## src/rtl/core_clock_ctrl_if.sv

```systemverilog
// Control and status bundle for the core clock controller.
//
// Command semantics: run_i, stop_i, step_i and core_rst_req_i are single-cycle
// pulses sampled on the rising edge of clk. There is no ready/acknowledge; the
// controller always accepts a pulse in the cycle it is seen. When several pulses
// coincide, core_rst_req_i wins over stop_i, stop_i over run_i, run_i over step_i.
// step_count_i and div_i are plain levels sampled when they are used.
interface core_clock_ctrl_if #(
  parameter int DIV_WIDTH = 16,
  parameter int STEP_BITS = 32
);
  // Controller -> clock block
  logic [DIV_WIDTH-1:0] div_i;
  logic                 run_i;
  logic                 stop_i;
  logic                 step_i;
  logic [STEP_BITS-1:0] step_count_i;
  logic                 core_rst_req_i;

  // Clock block -> controller / core
  logic                 clk_core_o;
  logic                 rst_core_o;
  logic                 core_tick_o;
  logic                 running_o;
  logic [STEP_BITS-1:0] steps_left_o;
  logic [1:0]           state_dbg;

  modport master (
    output div_i, run_i, stop_i, step_i, step_count_i, core_rst_req_i,
    input  clk_core_o, rst_core_o, core_tick_o, running_o, steps_left_o, state_dbg
  );

  modport slave (
    input  div_i, run_i, stop_i, step_i, step_count_i, core_rst_req_i,
    output clk_core_o, rst_core_o, core_tick_o, running_o, steps_left_o, state_dbg
  );
endinterface

```

## src/rtl/core_clock_ctrl.sv

```systemverilog
// Core clock generator: programmable divider producing a registered core
// clock, a core reset sequenced over a fixed number of core rising edges, and
// run / stop / N-edge step control so the processor under test can be frozen
// and stepped. Stopping only ever gates the low phase, so the core clock never
// produces a short phase.
module core_clock_ctrl #(
  parameter int DIV_WIDTH        = 16,
  parameter int STEP_BITS        = 32,
  parameter int RESET_CLK_CYCLES = 20,
  parameter int START_RUNNING    = 1
) (
  input logic             clk,
  input logic             rst,
  core_clock_ctrl_if.slave ctl
);

  // Edge counter must be at least one bit wide even for a zero-length hold.
  localparam int EDGE_W = (RESET_CLK_CYCLES < 1) ? 1 : $clog2(RESET_CLK_CYCLES + 1);
  localparam logic [EDGE_W-1:0] EDGE_LAST = EDGE_W'(RESET_CLK_CYCLES);

  // HOLD: core in reset, clock free-running.
  // RUN : clock free-running.
  // STOP: clock parked low.
  // STEP: clock runs until steps_q rising edges have been issued.
  typedef enum logic [1:0] {
    ST_HOLD = 2'd0,
    ST_RUN  = 2'd1,
    ST_STOP = 2'd2,
    ST_STEP = 2'd3
  } state_t;

  // ---------------------------------------------------------------------------
  // State
  // ---------------------------------------------------------------------------
  state_t               state_q, state_d;
  logic [STEP_BITS-1:0] steps_q, steps_d;
  logic [EDGE_W-1:0]    edge_q, edge_d;
  logic                 rst_core_q;

  logic [DIV_WIDTH-1:0] phase_q, phase_d;
  logic [DIV_WIDTH-1:0] div_q;
  logic                 div_valid_q;
  logic                 clk_core_q, clk_core_d;
  logic                 tick_q;

  // ---------------------------------------------------------------------------
  // Divider decode
  // ---------------------------------------------------------------------------
  logic [DIV_WIDTH-1:0] div_eff;
  logic                 at_end;
  logic                 permit_rise;
  logic                 do_rise;
  logic                 do_fall;

  // Until the first post-reset cycle has captured div_i, use div_i directly so
  // the very first phase already has the requested length.
  assign div_eff = div_valid_q ? div_q : ctl.div_i;
  assign at_end  = (phase_q == div_eff);

  // Rising edges are gated by state; falling edges never are, so a high phase
  // always runs to completion.
  assign permit_rise = (state_q == ST_HOLD) ||
                       (state_q == ST_RUN)  ||
                       ((state_q == ST_STEP) && (steps_q != '0));

  assign do_fall = clk_core_q && at_end;
  assign do_rise = !clk_core_q && permit_rise && at_end;

  // Next phase count and core clock level.
  always_comb begin
    phase_d    = phase_q + DIV_WIDTH'(1);
    clk_core_d = clk_core_q;
    if (do_fall) begin
      phase_d    = '0;
      clk_core_d = 1'b0;
    end else if (do_rise) begin
      phase_d    = '0;
      clk_core_d = 1'b1;
    end else if (!clk_core_q && !permit_rise) begin
      // Parked low: restart the low phase from zero when released, so the
      // first phase after a stop is full length.
      phase_d = '0;
    end
  end

  // Divider registers: phase counter, core clock, tick, and divisor capture.
  always_ff @(posedge clk or posedge rst) begin
    if (rst) begin
      phase_q     <= '0;
      div_q       <= '0;
      div_valid_q <= 1'b0;
      clk_core_q  <= 1'b0;
      tick_q      <= 1'b0;
    end else begin
      phase_q    <= phase_d;
      clk_core_q <= clk_core_d;
      tick_q     <= do_rise;
      // The divisor only changes at the start of a low phase, so a new value
      // can never shorten a phase already under way.
      if (!div_valid_q) begin
        div_q       <= ctl.div_i;
        div_valid_q <= 1'b1;
      end else if (do_fall) begin
        div_q <= ctl.div_i;
      end
    end
  end

  // ---------------------------------------------------------------------------
  // Control FSM
  // ---------------------------------------------------------------------------

  // Next state, remaining steps and reset-hold edge count.
  always_comb begin
    state_d = state_q;
    steps_d = steps_q;
    edge_d  = edge_q;

    if (ctl.core_rst_req_i) begin
      // Reset request overrides everything; the clock phase is left alone.
      state_d = ST_HOLD;
      steps_d = '0;
      edge_d  = '0;
    end else begin
      case (state_q)
        ST_HOLD: begin
          if (do_rise && (edge_q != EDGE_LAST)) begin
            edge_d = edge_q + EDGE_W'(1);
          end
          // Release the core on a falling edge so it leaves reset with a full
          // low phase ahead of its first active edge.
          if (do_fall && (edge_q == EDGE_LAST)) begin
            state_d = (START_RUNNING != 0) ? ST_RUN : ST_STOP;
          end
        end

        ST_RUN: begin
          if (ctl.stop_i) begin
            state_d = ST_STOP;
          end
        end

        ST_STOP: begin
          if (ctl.stop_i) begin
            state_d = ST_STOP;
          end else if (ctl.run_i) begin
            state_d = ST_RUN;
          end else if (ctl.step_i && (ctl.step_count_i != '0)) begin
            state_d = ST_STEP;
            steps_d = ctl.step_count_i;
          end
        end

        ST_STEP: begin
          if (ctl.stop_i) begin
            state_d = ST_STOP;
            steps_d = '0;
          end else if (ctl.run_i) begin
            state_d = ST_RUN;
            steps_d = '0;
          end else begin
            if (do_rise && (steps_q != '0)) begin
              steps_d = steps_q - STEP_BITS'(1);
            end
            // Last step edge issued: park once its high phase has finished.
            if (do_fall && (steps_q == '0)) begin
              state_d = ST_STOP;
            end
          end
        end

        default: begin
          state_d = ST_HOLD;
          steps_d = '0;
          edge_d  = '0;
        end
      endcase
    end
  end

  // FSM registers; core reset is registered from the next state to stay glitch-free.
  always_ff @(posedge clk or posedge rst) begin
    if (rst) begin
      state_q    <= ST_HOLD;
      steps_q    <= '0;
      edge_q     <= '0;
      rst_core_q <= 1'b1;
    end else begin
      state_q    <= state_d;
      steps_q    <= steps_d;
      edge_q     <= edge_d;
      rst_core_q <= (state_d == ST_HOLD);
    end
  end

  // ---------------------------------------------------------------------------
  // Outputs
  // ---------------------------------------------------------------------------
  assign ctl.clk_core_o   = clk_core_q;
  assign ctl.rst_core_o   = rst_core_q;
  assign ctl.core_tick_o  = tick_q;
  assign ctl.running_o    = (state_q == ST_RUN) || (state_q == ST_STEP);
  assign ctl.steps_left_o = steps_q;
  assign ctl.state_dbg    = state_q;

endmodule

```

## src/flat_wrapper.sv

```systemverilog
// flat-port wrapper written by rule: the top's interface ports become plain ports
module core_clock_ctrl_flat 
#(
  parameter int DIV_WIDTH        = 16,
  parameter int STEP_BITS        = 32,
  parameter int RESET_CLK_CYCLES = 20,
  parameter int START_RUNNING    = 1
)
  (clk, rst, ctl_div_i, ctl_run_i, ctl_stop_i, ctl_step_i, ctl_step_count_i, ctl_core_rst_req_i, ctl_clk_core_o, ctl_rst_core_o, ctl_core_tick_o, ctl_running_o, ctl_steps_left_o, ctl_state_dbg);
  core_clock_ctrl_if #(.DIV_WIDTH(DIV_WIDTH), .STEP_BITS(STEP_BITS)) ctl_i ();
  input logic clk;
  input logic rst;
  input wire logic [$bits(ctl_i.div_i)-1:0] ctl_div_i;
  input wire logic [$bits(ctl_i.run_i)-1:0] ctl_run_i;
  input wire logic [$bits(ctl_i.stop_i)-1:0] ctl_stop_i;
  input wire logic [$bits(ctl_i.step_i)-1:0] ctl_step_i;
  input wire logic [$bits(ctl_i.step_count_i)-1:0] ctl_step_count_i;
  input wire logic [$bits(ctl_i.core_rst_req_i)-1:0] ctl_core_rst_req_i;
  output wire logic [$bits(ctl_i.clk_core_o)-1:0] ctl_clk_core_o;
  output wire logic [$bits(ctl_i.rst_core_o)-1:0] ctl_rst_core_o;
  output wire logic [$bits(ctl_i.core_tick_o)-1:0] ctl_core_tick_o;
  output wire logic [$bits(ctl_i.running_o)-1:0] ctl_running_o;
  output wire logic [$bits(ctl_i.steps_left_o)-1:0] ctl_steps_left_o;
  output wire logic [$bits(ctl_i.state_dbg)-1:0] ctl_state_dbg;
  assign ctl_i.div_i = ctl_div_i;
  assign ctl_i.run_i = ctl_run_i;
  assign ctl_i.stop_i = ctl_stop_i;
  assign ctl_i.step_i = ctl_step_i;
  assign ctl_i.step_count_i = ctl_step_count_i;
  assign ctl_i.core_rst_req_i = ctl_core_rst_req_i;
  assign ctl_clk_core_o = ctl_i.clk_core_o;
  assign ctl_rst_core_o = ctl_i.rst_core_o;
  assign ctl_core_tick_o = ctl_i.core_tick_o;
  assign ctl_running_o = ctl_i.running_o;
  assign ctl_steps_left_o = ctl_i.steps_left_o;
  assign ctl_state_dbg = ctl_i.state_dbg;
  core_clock_ctrl #(.DIV_WIDTH(DIV_WIDTH), .STEP_BITS(STEP_BITS), .RESET_CLK_CYCLES(RESET_CLK_CYCLES), .START_RUNNING(START_RUNNING)) u_core (.clk(clk), .rst(rst), .ctl(ctl_i));
endmodule
```

## config.mk

```make
export PLATFORM = sky130hd
export DESIGN_NAME = core_clock_ctrl_flat
export DESIGN_NICKNAME = d
export VERILOG_FILES = /design/src/rtl/core_clock_ctrl_if.sv /design/src/rtl/core_clock_ctrl.sv /design/src/flat_wrapper.sv
export SDC_FILE = /design/constraint.sdc
export NUM_CORES = 1
export LEC_CHECK = 0
export BUFFER_PORTS_ARGS = -buffer_cell sky130_fd_sc_hd__buf_2
export CORE_MARGIN = 2
export CORE_UTILIZATION = 49
export CTS_CLUSTER_SIZE = 16
export DETAILED_ROUTE_END_ITERATION = 10
export GPL_TIMING_DRIVEN = 0
export PLACE_DENSITY = 0.82
export SETUP_SLACK_MARGIN = 0.5
export SKIP_CTS_REPAIR_TIMING = 1
export SYNTH_ARGS = -nofsm -noshare
export SYNTH_HDL_FRONTEND = slang
export SYNTH_SLANG_ARGS = --single-unit
```

## constraint.sdc

```tcl
create_clock -name clk -period 5.8 [get_ports clk]
set_clock_uncertainty 0.2 [all_clocks]
set_input_delay 0.87 -clock clk [delete_from_list [all_inputs] [get_ports clk]]
set_output_delay 0.87 -clock clk [all_outputs]
set_load 0.005 [all_outputs]
```

==> results.yml, run 1 <==
place:
  place_congestion: 0.8958
  dp_cells: 682
  io_buffers: 90
  dp_hpwl_um: 9591
floorplan:
  die_area_mm2: 0.01005
  coreArea_mm2: 0.009109
  die_width_um: 100.2
  initial_core_util: 0.4981
  rows: 35
  fp.dieH_um: 100.2
  io_pins: 92
drt:
  drt-total-wl_um: 13200
  first_iter_violations: 426
  vias_per_cell: 6.040
  drtPass1Iterations: 5
  wl_met3_um: 951
  ant_nets: 0
  wl_per_cell_um: 18.92
  wl_met1_um: 5642
  top_layer: "met4"
  vias: 4216
  drc: 0
  dr_wl_met2_um: 6306
yosys:
  seq_area_frac_synth: 0.4140
  yosys.area.top_type_share: 0.4082
  synth_top_area_cell: "dfrtp_1"
  ys_ff_latch: 75
  syn_inst: 480
  yosys_warnings: 0
  syn_avg_cell_area_um2: 9.452
  async_reset_ff_frac: 1.000
  synth_ff_type: "dfrtp_1"
  synth_area_mm2: 0.004537
  synth-edff-count: 0
  synth_area_leaders: "dfrtp_1, xnor2_1, nor2_1"
  synth_cell_type_count: 57
  syn-num-nets: 539
global_routing:
  antenna_found_initial: 0
  grt_max_degree: 73
  grt_pass1_vias: 4164
  grt_overflow: 0
  grt_pass1_wl_um: 21180
  track_usage: 0.2712
timing:
  max_freq_mhz: 314.2
  layout_min_cycle_time_ps: 3183
  setup_viol_count_final: 0
  fin_crit_sh: 0.5488
  hold_viol: 0
  tns_ps: 0
  maxSlewHeadroom: 0.1943
  rsz0062_at_grt: "no"
  drv_slew: 0
  worst_pin_slew_ps: 1199
clock_network:
  ctsRootBufferMaster: "clkbuf_8"
  clock-sinks: 75
  cts.path.max_buffers: 2
  htreeDepth: 3
  cts.clk_slew.worst_paths_ps: 90
  cts_tree: "built"
  insertion_delay_ps: 370
  cts_buffers: 9
setup_path:
  cp_max_fo: 10
  cpMaxStageDelayCell: "nor3_1"
  cp-end-kind: "flip-flop"
  crit_type: "flip-flop to flip-flop"
  max_stage_delay_ps: 980
  path_delay_family: "simple AND/OR/NAND/NOR gates"
  cp_num_buf_inv: 2
  arrival_ps: 3260
  crit_required_ps: 5870
  start_kind: "flip-flop"
  cp_cell_sequence: "nand2_1 > clkbuf_1 > nor3_1 > clkbuf_1 > o311ai_0 > a21oi_1"
  crit_top_cell: "clkbuf_1"
cells_and_area:
  syn2layout_area_growth_pct: 17.73
  final_cells: 698
  n_antenna_cell: 0
  nets: 641
  drive_gt1_frac: 0.2521
pwr:
  p_per_area_mw_per_mm2: 221.6
  ir_drop_mv: 0.1318
  p_leak_nw: 2.456
outcome:
  outcome: "finished, final reports clean"
min_path:
  hp-class: "input pin to async pin"
run:
  max_cap_violations: 0
[cells in the mapped netlist (2+ instances only)]
cell	count
a211oi_2	10
a21oi_1	12
a22oi_1	9
a32o_1	14
a32oi_1	3
and2_1	3
and3_1	7
buf_2	3
buf_4	2
buf_6	4
clkbuf_1	14
dfrtp_1	74
ha_1	5
inv_1	13
mux2_1	5
mux2_2	12
mux2i_1	22
nand2_1	42
nand2_2	2
nand3_1	18
nand4_1	9
nand4b_1	2
nor2_1	62
nor3_1	18
nor4_1	18
o211ai_1	3
o21ai_0	17
o22ai_1	6
o311ai_0	2
o31ai_1	2
or3_1	2
or4_1	2
xnor2_1	30
xor2_1	10
[cell usage in the layout, fill, tap and decap left out, drive strengths merged, types with 5 or more instances in the layout]
cell and instances:
a211oi 10, a21oi 12, a22oi 9, a32o 14
and3 7, buf 101, clkbuf 24, dfrtp 74
ha 5, inv 15, mux2 17, mux2i 22
nand2 44, nand3 18, nand4 9, nor2 62
nor3 19, nor4 20, o21ai 18, o22ai 6
xnor2 30, xor2 10
[worst register-to-register path, cell delays in order, from the launching register on]
cell and delay, ps:
dfrtp_1 480, nand2_1 110, clkbuf_1 260, nor3_1 980, clkbuf_1 530, o311ai_0 290, a21oi_1 230
[cell type report]
cell class / instances / area (um2)
fillers: 821 / 3767
multi-input cells: 368 / 2479
flip-flops and latches: 75 / 1878
repair buffers: 91 / 478.0
well taps: 111 / 138.9
clock buffers: 10 / 137.6
plain buffers: 24 / 131.4
inverters: 13 / 51.30
clock inverters: 6 / 47.55
[stage by stage]
step           cell area [um2]  total power, mW    util  setup slack, ps  hold WS (ps)
6_report                  5341            1.184  0.5864             2617         169.8
3_5_place_dp              5156           0.7958  0.5661             2338         278.5
3_3_place_gp              5126           0.7826  0.5628             1883         267.0
2_1_floorplan             4537           0.7304       -             2822         257.9
4_1_cts                   5341            1.186  0.5864             2708         163.9
5_1_grt                   5341            1.238  0.5864             2508         162.7
[cell families (layout without fill, tap and decap cells)]
group	after synthesis	in the layout	share of synthesized area
AOI/OAI and AO/OA	86	86	0.1478
DFF	75	75	0.4140
buffers and inverters	37	144	0.03971
and+or+nand+nor	197	197	0.2159
xor gates and xnor gates	40	40	0.07722
other	1	1	0.0008266
muxes	39	39	0.09073
adders and majority gates	5	5	0.01379
[layer usage]
metal,track usage,up-vias
li1,-,1948
met1,0.3606,2015
met2,0.4259,223
met3,0.05014,30
met4,0.1349,0
met5,0,-
[path summary, 6_finish.rpt]
| path | start | end | slack, ps | cells past startpoint |
|---|---|---|---|---|
| setup / recovery | u_core.ctl.state_dbg[0] | u_core.ctl.steps_left_o[12] | 2620 | 6 |
| hold / removal | rst | u_core.ctl.steps_left_o[11] | 170 | 2 |
| setup reg to reg | u_core.ctl.state_dbg[0] | u_core.ctl.steps_left_o[12] | 2620 | 6 |
| hold reg to reg | u_core.div_q[0] | u_core.div_q[0] | 290 | 1 |
| max in group asynchronous | rst | u_core.ctl.rst_core_o | 4660 | 3 |
| min in group clk | u_core.div_q[0] | u_core.div_q[0] | 290 | 1 |
[state kept, by name, indices dropped and copies added (netlist names)]
| name | flops |
|---|---|
| u_core.ctl.core_tick_o | 1 |
| u_core.div_q | 16 |
| u_core.ctl.clk_core_o | 1 |
| u_core.phase_q | 16 |
| u_core.ctl.rst_core_o | 1 |
| u_core.edge_q | 5 |
| u_core.ctl.steps_left_o | 32 |
| u_core.div_valid_q | 1 |
| u_core.ctl.state_dbg | 2 |
[where the power goes]
group / internal (mW) / total (mW) / leakage, nW / switching, mW
sequential: 0.558 / 0.602 / 0.989 / 0.0440
combinational: 0.0910 / 0.187 / 1.37 / 0.0962
clock: 0.171 / 0.394 / 0.0933 / 0.223
total: 0.820 / 1.18 / 2.46 / 0.364
Note: power is estimated with default switching activity, not from simulation.
==> inputs of run 2 (changes only) <==
- PLACE_DENSITY: 0.82 -> 0.85
- clock period: 5.8 -> 2.72 ns (I/O delays scaled with it)
==> run 2 against run 1 <==
The flow now finishes with violations (setup timing). Sequential share of layout area is 4.0 points lower. Design area is 13% higher. Worst hold slack worse by 170 ps. Setup slack worse by 2800 ps. Die area stayed put. Register-to-register slack worse by 2800 ps. Wire length is 13% higher. Sequential cell count stayed put. Non-clock buffer count is 30 higher. Combinational power grew to 2.5 times the previous value. Count of clock-buffer cells in the layout stayed put. Critical path type unchanged. Critical endpoint is now u_core.ctl.steps_left_o[7].
==> results.yml, run 2 (synthesis results as in run 1) <==
drt:
  drc: 0
  ant_nets: 0
  wl_per_cell_um: 20.42
  vias: 4641
  first_iter_violations: 485
  vias_per_cell: 6.366
  drt-total-wl_um: 14890
  drtPass1Iterations: 6
timing:
  drv_slew: 0
  layout_min_cycle_time_ps: 2905
  tns_ps: -5894
  fin_crit_sh: 1.068
  maxSlewHeadroom: 0.4245
  worst_pin_slew_ps: 861.4
  hold_viol: 0
  fin_ws_ps: -184.9
  rsz0062_at_grt: "yes"
  max_freq_mhz: 344.3
  setup_viol_count_final: 52
floorplan:
  initial_core_util: 0.4981
  io_pins: 92
  rows: 35
  coreArea_mm2: 0.009109
  fp.dieH_um: 100.2
  die_area_mm2: 0.01005
  die_width_um: 100.2
cells_and_area:
  mostFrequentLayoutCell: "buf_2"
  multiInputGateArea_mm2: 0.002765
  n_antenna_cell: 0
  nets: 672
  postLayoutCellArea_mm2: 0.006036
  drive_gt1_frac: 0.3479
  largest_reg_flops: 32
  syn2layout_area_growth_pct: 33.04
  fill_cells: 681
  seq_area_mm2: 0.001878
  mostFrequentLayoutCells: "buf_2, dfrtp_1, nor2_1"
pwr:
  internal_power_mw: 1.880
  ir_drop_mv: 0.3550
  p_per_area_mw_per_mm2: 444.5
  pwr-share-seq: 0.481
  p_clk_frac: 0.343
  comb_power_share: 0.176
  switching_share: 0.2992
  p_leak_nw: 2.779
  switchingPower_uw: 802.7
global_routing:
  track_usage: 0.2635
  grt_max_degree: 40
  grt_pass1_vias: 4178
  antenna_found_initial: 0
  grt_pass1_wl_um: 20590
  grt_overflow: 0
setup_path:
  crit_type: "flip-flop to flip-flop"
  cp_max_fo: 8
  cp-end-kind: "flip-flop"
  crit_required_ps: 2740
  start_kind: "flip-flop"
  arrival_ps: 2920
place:
  post_dp_cell_area_mm2: 0.005219
  pre_cts_ws_ps: -277.8
  place_congestion: 0.9238
  io_buffers: 90
  dp_hpwl_um: 9473
clock_network:
  cts.clk_slew.worst_paths_ps: 90
  cts_buffers: 9
  insertion_delay_ps: 370
  clock-sinks: 75
  ctsRootBufferMaster: "clkbuf_8"
  htreeDepth: 3
  cts.path.max_buffers: 2
  cts_tree: "built"
run:
  max_cap_violations: 0
min_path:
  hp-class: "input pin to async pin"
outcome:
  violations: "setup timing"
  outcome: "finished with violations"
run 2: changes by cell type in the layout (fill, tap and decap cells not counted), moves of 6 or more:
cell / before / now
buf_6: 4 / 13
nor4_1: 18 / 12
mux2_2: 12 / 1
mux2_4: 0 / 16
buf_12: 0 / 7
buf_4: 2 / 15
run 2: final cells by class:
class	count	share of cell area
flip-flops and latches	75	0.3112
multi-input cells	369	0.4581
clock buffers	10	0.02280
plain buffers	24	0.03130
clock inverters	6	0.01182
repair buffers	121	0.1331
inverters	13	0.008706
well taps	111	0.02301
run 2: power by group through the flow:
stage          logic [mW]  clock network, mW  registers, mW
6_report            0.473              0.920           1.29
3_3_place_gp        0.390                  0           1.29
5_1_grt             0.514              0.961           1.30
4_1_cts             0.412              0.915           1.28
3_5_place_dp        0.409                  0           1.30
2_1_floorplan       0.296                  0           1.27
run 2: critical path, stage by stage (launching register included):
cell      delay [ps]
dfrtp_1          340
buf_6            150
buf_12           140
buf_8            130
mux2i_1          220
xnor2_1          110
nor4_1           240
nand4_1          270
buf_6            220
o21bai_4         160
buf_12           140
buf_8            130
mux2i_1          190
a21oi_1           90
run 2: per-layer routing:
layer,vias to the layer above,share of wire,track usage
li1,2020,-,-
met2,296,0.48,0.4316
met1,2251,0.39,0.3465
met5,-,0,0
met4,0,0.046,0.1222
met3,74,0.088,0.03691
run 2: path summary, 6_finish.rpt:
path	end	cells after the start	startpoint	slack (ps)
setup reg to reg	u_core.ctl.steps_left_o[7]	13	u_core.div_valid_q	-180
hold reg to reg	u_core.div_q[12]	1	u_core.div_q[12]	320
setup / recovery	u_core.ctl.steps_left_o[7]	13	u_core.div_valid_q	-180
min in group clk	u_core.div_q[10]	2	ctl_div_i[10]	80
hold / removal	u_core.ctl.steps_left_o[24]	2	rst	0.7
max in group asynchronous	u_core.ctl.rst_core_o	3	rst	1580
run 2: stage by stage:
step	utilization	total power, mW	instances	hold slack (ps)
detailed placement	0.5729	1.711	682	296.7
global route	0.6626	2.772	729	81.34
CTS	0.5959	2.608	698	26.04
finish	0.6626	2.683	729	0.6570
global placement	0.5707	1.684	681	289.2
floorplan	-	1.570	480	280.3
==> inputs of run 3 (changes only) <==
- PLACE_DENSITY: 0.85 -> 0.73
- clock period: 2.72 -> 2.45 ns (I/O delays scaled with it)
==> run 3 against run 2 <==
The run still ends with setup timing left. Setup slack worse by 170 ps. Count of clock-buffer cells in the layout rose by 1. Sequential power rose by 11%. Sequential cell count unchanged. Via count down 5.0%. Critical path type unchanged. Largest cell class unchanged.
==> results.yml, run 3 (synthesis results as in run 1) <==
global_routing:
  grt_pass1_wl_um: 20590
  antenna_found_initial: 0
  grt_pass1_vias: 4020
  grt_max_degree: 42
  track_usage: 0.2643
  grt_overflow: 0
timing:
  holdWs_ps: 42.24
  fin_ws_ps: -354.7
  hold_viol: 0
  layout_min_cycle_time_ps: 2805
  max_freq_mhz: 356.5
  maxSlewHeadroom: 0.4570
  fin_crit_sh: 1.145
  setup_viol_count_final: 70
  rsz0062_at_grt: "yes"
  worst_pin_slew_ps: 814.4
  drv_slew: 0
place:
  io_buffers: 90
  dp_cells: 682
  place_congestion: 0.9142
  dp_hpwl_um: 9582
  pre_cts_ws_ps: -554.4
clock_network:
  cts_tree: "built"
  htreeDepth: 3
  cts.clk_slew.worst_paths_ps: 90
  ctsRootBufferMaster: "clkbuf_8"
  cts.path.max_buffers: 2
  clock-sinks: 75
  insertion_delay_ps: 360
  cts_buffers: 9
floorplan:
  initial_core_util: 0.4981
  fp.dieH_um: 100.2
  io_pins: 92
  die_area_mm2: 0.01005
  die_width_um: 100.2
  rows: 35
  coreArea_mm2: 0.009109
cells_and_area:
  n_antenna_cell: 0
  largest_reg_flops: 32
  finish.utilization: 0.6613
  mostFrequentLayoutCell: "buf_2"
  fill_cells: 714
  seq_area_mm2: 0.001878
  syn2layout_area_growth_pct: 32.76
  final_cells: 725
  drive_gt1_frac: 0.3355
  multiInputGateArea_mm2: 0.002781
  mostFrequentLayoutCells: "buf_2, dfrtp_1, nor2_1"
  nets: 668
drt:
  wl_met3_um: 1250
  drt-total-wl_um: 14100
  vias_per_cell: 6.081
  vias: 4409
  dr_wl_met2_um: 6796
  ant_nets: 0
  wl_per_cell_um: 19.45
  first_iter_violations: 374
  wl_met1_um: 5723
  drtPass1Iterations: 7
  top_layer: "met4"
  drc: 0
pwr:
  ir_drop_mv: 0.3923
  p_leak_nw: 2.773
  p_total_mw: 3.018
  p_per_area_mw_per_mm2: 501.1
outcome:
  outcome: "finished with violations"
  violations: "setup timing"
setup_path:
  cp_num_buf_inv: 4
  cp-end-kind: "flip-flop"
  arrival_ps: 2860
  cp_cell_sequence: "buf_6 > buf_12 > mux2i_2 > xnor2_1 > nor4_2 > nand4_1 > buf_6 > o21bai_4 > buf_4 > nor2_1 > a211oi_2"
  max_stage_delay_ps: 350
  start_kind: "flip-flop"
  crit_type: "flip-flop to flip-flop"
  crit_required_ps: 2500
  cp_max_fo: 10
  crit_top_cell: "buf_6"
  path_delay_family: "buffers and inverters"
  cpMaxStageDelayCell: "dfrtp_1"
run:
  max_cap_violations: 0
min_path:
  hp-class: "input pin to flip-flop"
-- run 3: cell count changes in the layout (fill, tap and decap cells not counted), moves of 2 or more --
cell	before	now
o21ai_1	4	0
clkbuf_1	13	15
o21ai_2	2	0
o21ai_0	12	17
nor3_2	4	2
clkinvlp_4	3	1
buf_12	7	5
-- run 3: final cells by class --
| cell class | count | area share |
|---|---|---|
| Tap cell | 111 | 0.02306 |
| Clock buffer | 11 | 0.02181 |
| Sequential cell | 75 | 0.3118 |
| Timing Repair Buffer | 117 | 0.1288 |
| Inverter | 13 | 0.008725 |
| Multi-Input combinational cell | 369 | 0.4618 |
| Clock inverter | 5 | 0.01433 |
| Buffer | 24 | 0.02971 |
-- run 3: per-stage QoR --
stage | setup TNS [ps] | area [um2]
global route | -21750 | 6023
CTS | -24010 | 5436
global placement | -19490 | 5199
floorplan | 0 | 4609
finish | -13680 | 6023
detailed placement | -21800 | 5219
-- run 3: routing by layer --
layer | GRT usage | up-vias
li1 | - | 2007
met1 | 0.3558 | 2135
met2 | 0.4259 | 232
met3 | 0.05780 | 35
met4 | 0.08641 | 0
met5 | 0 | -
-- run 3: final timing paths --
check,from,depth (start not counted),endpoint,slack [ps]
setup / recovery,u_core.div_valid_q,11,u_core.ctl.steps_left_o[3],-350
hold / removal,ctl_div_i[9],2,u_core.div_q[9],40
setup reg to reg,u_core.div_valid_q,11,u_core.ctl.steps_left_o[3],-350
hold reg to reg,u_core.div_q[12],1,u_core.div_q[12],320
max in group asynchronous,rst,4,u_core.ctl.rst_core_o,840
min in group asynchronous,rst,3,u_core.ctl.steps_left_o[20],480
-- run 3: report_power, final --
part	switching [mW]	internal (mW)	total (mW)
sequential	0.106	1.32	1.43
clock	0.497	0.582	1.08
combinational	0.251	0.261	0.512
total	0.853	2.17	3.02
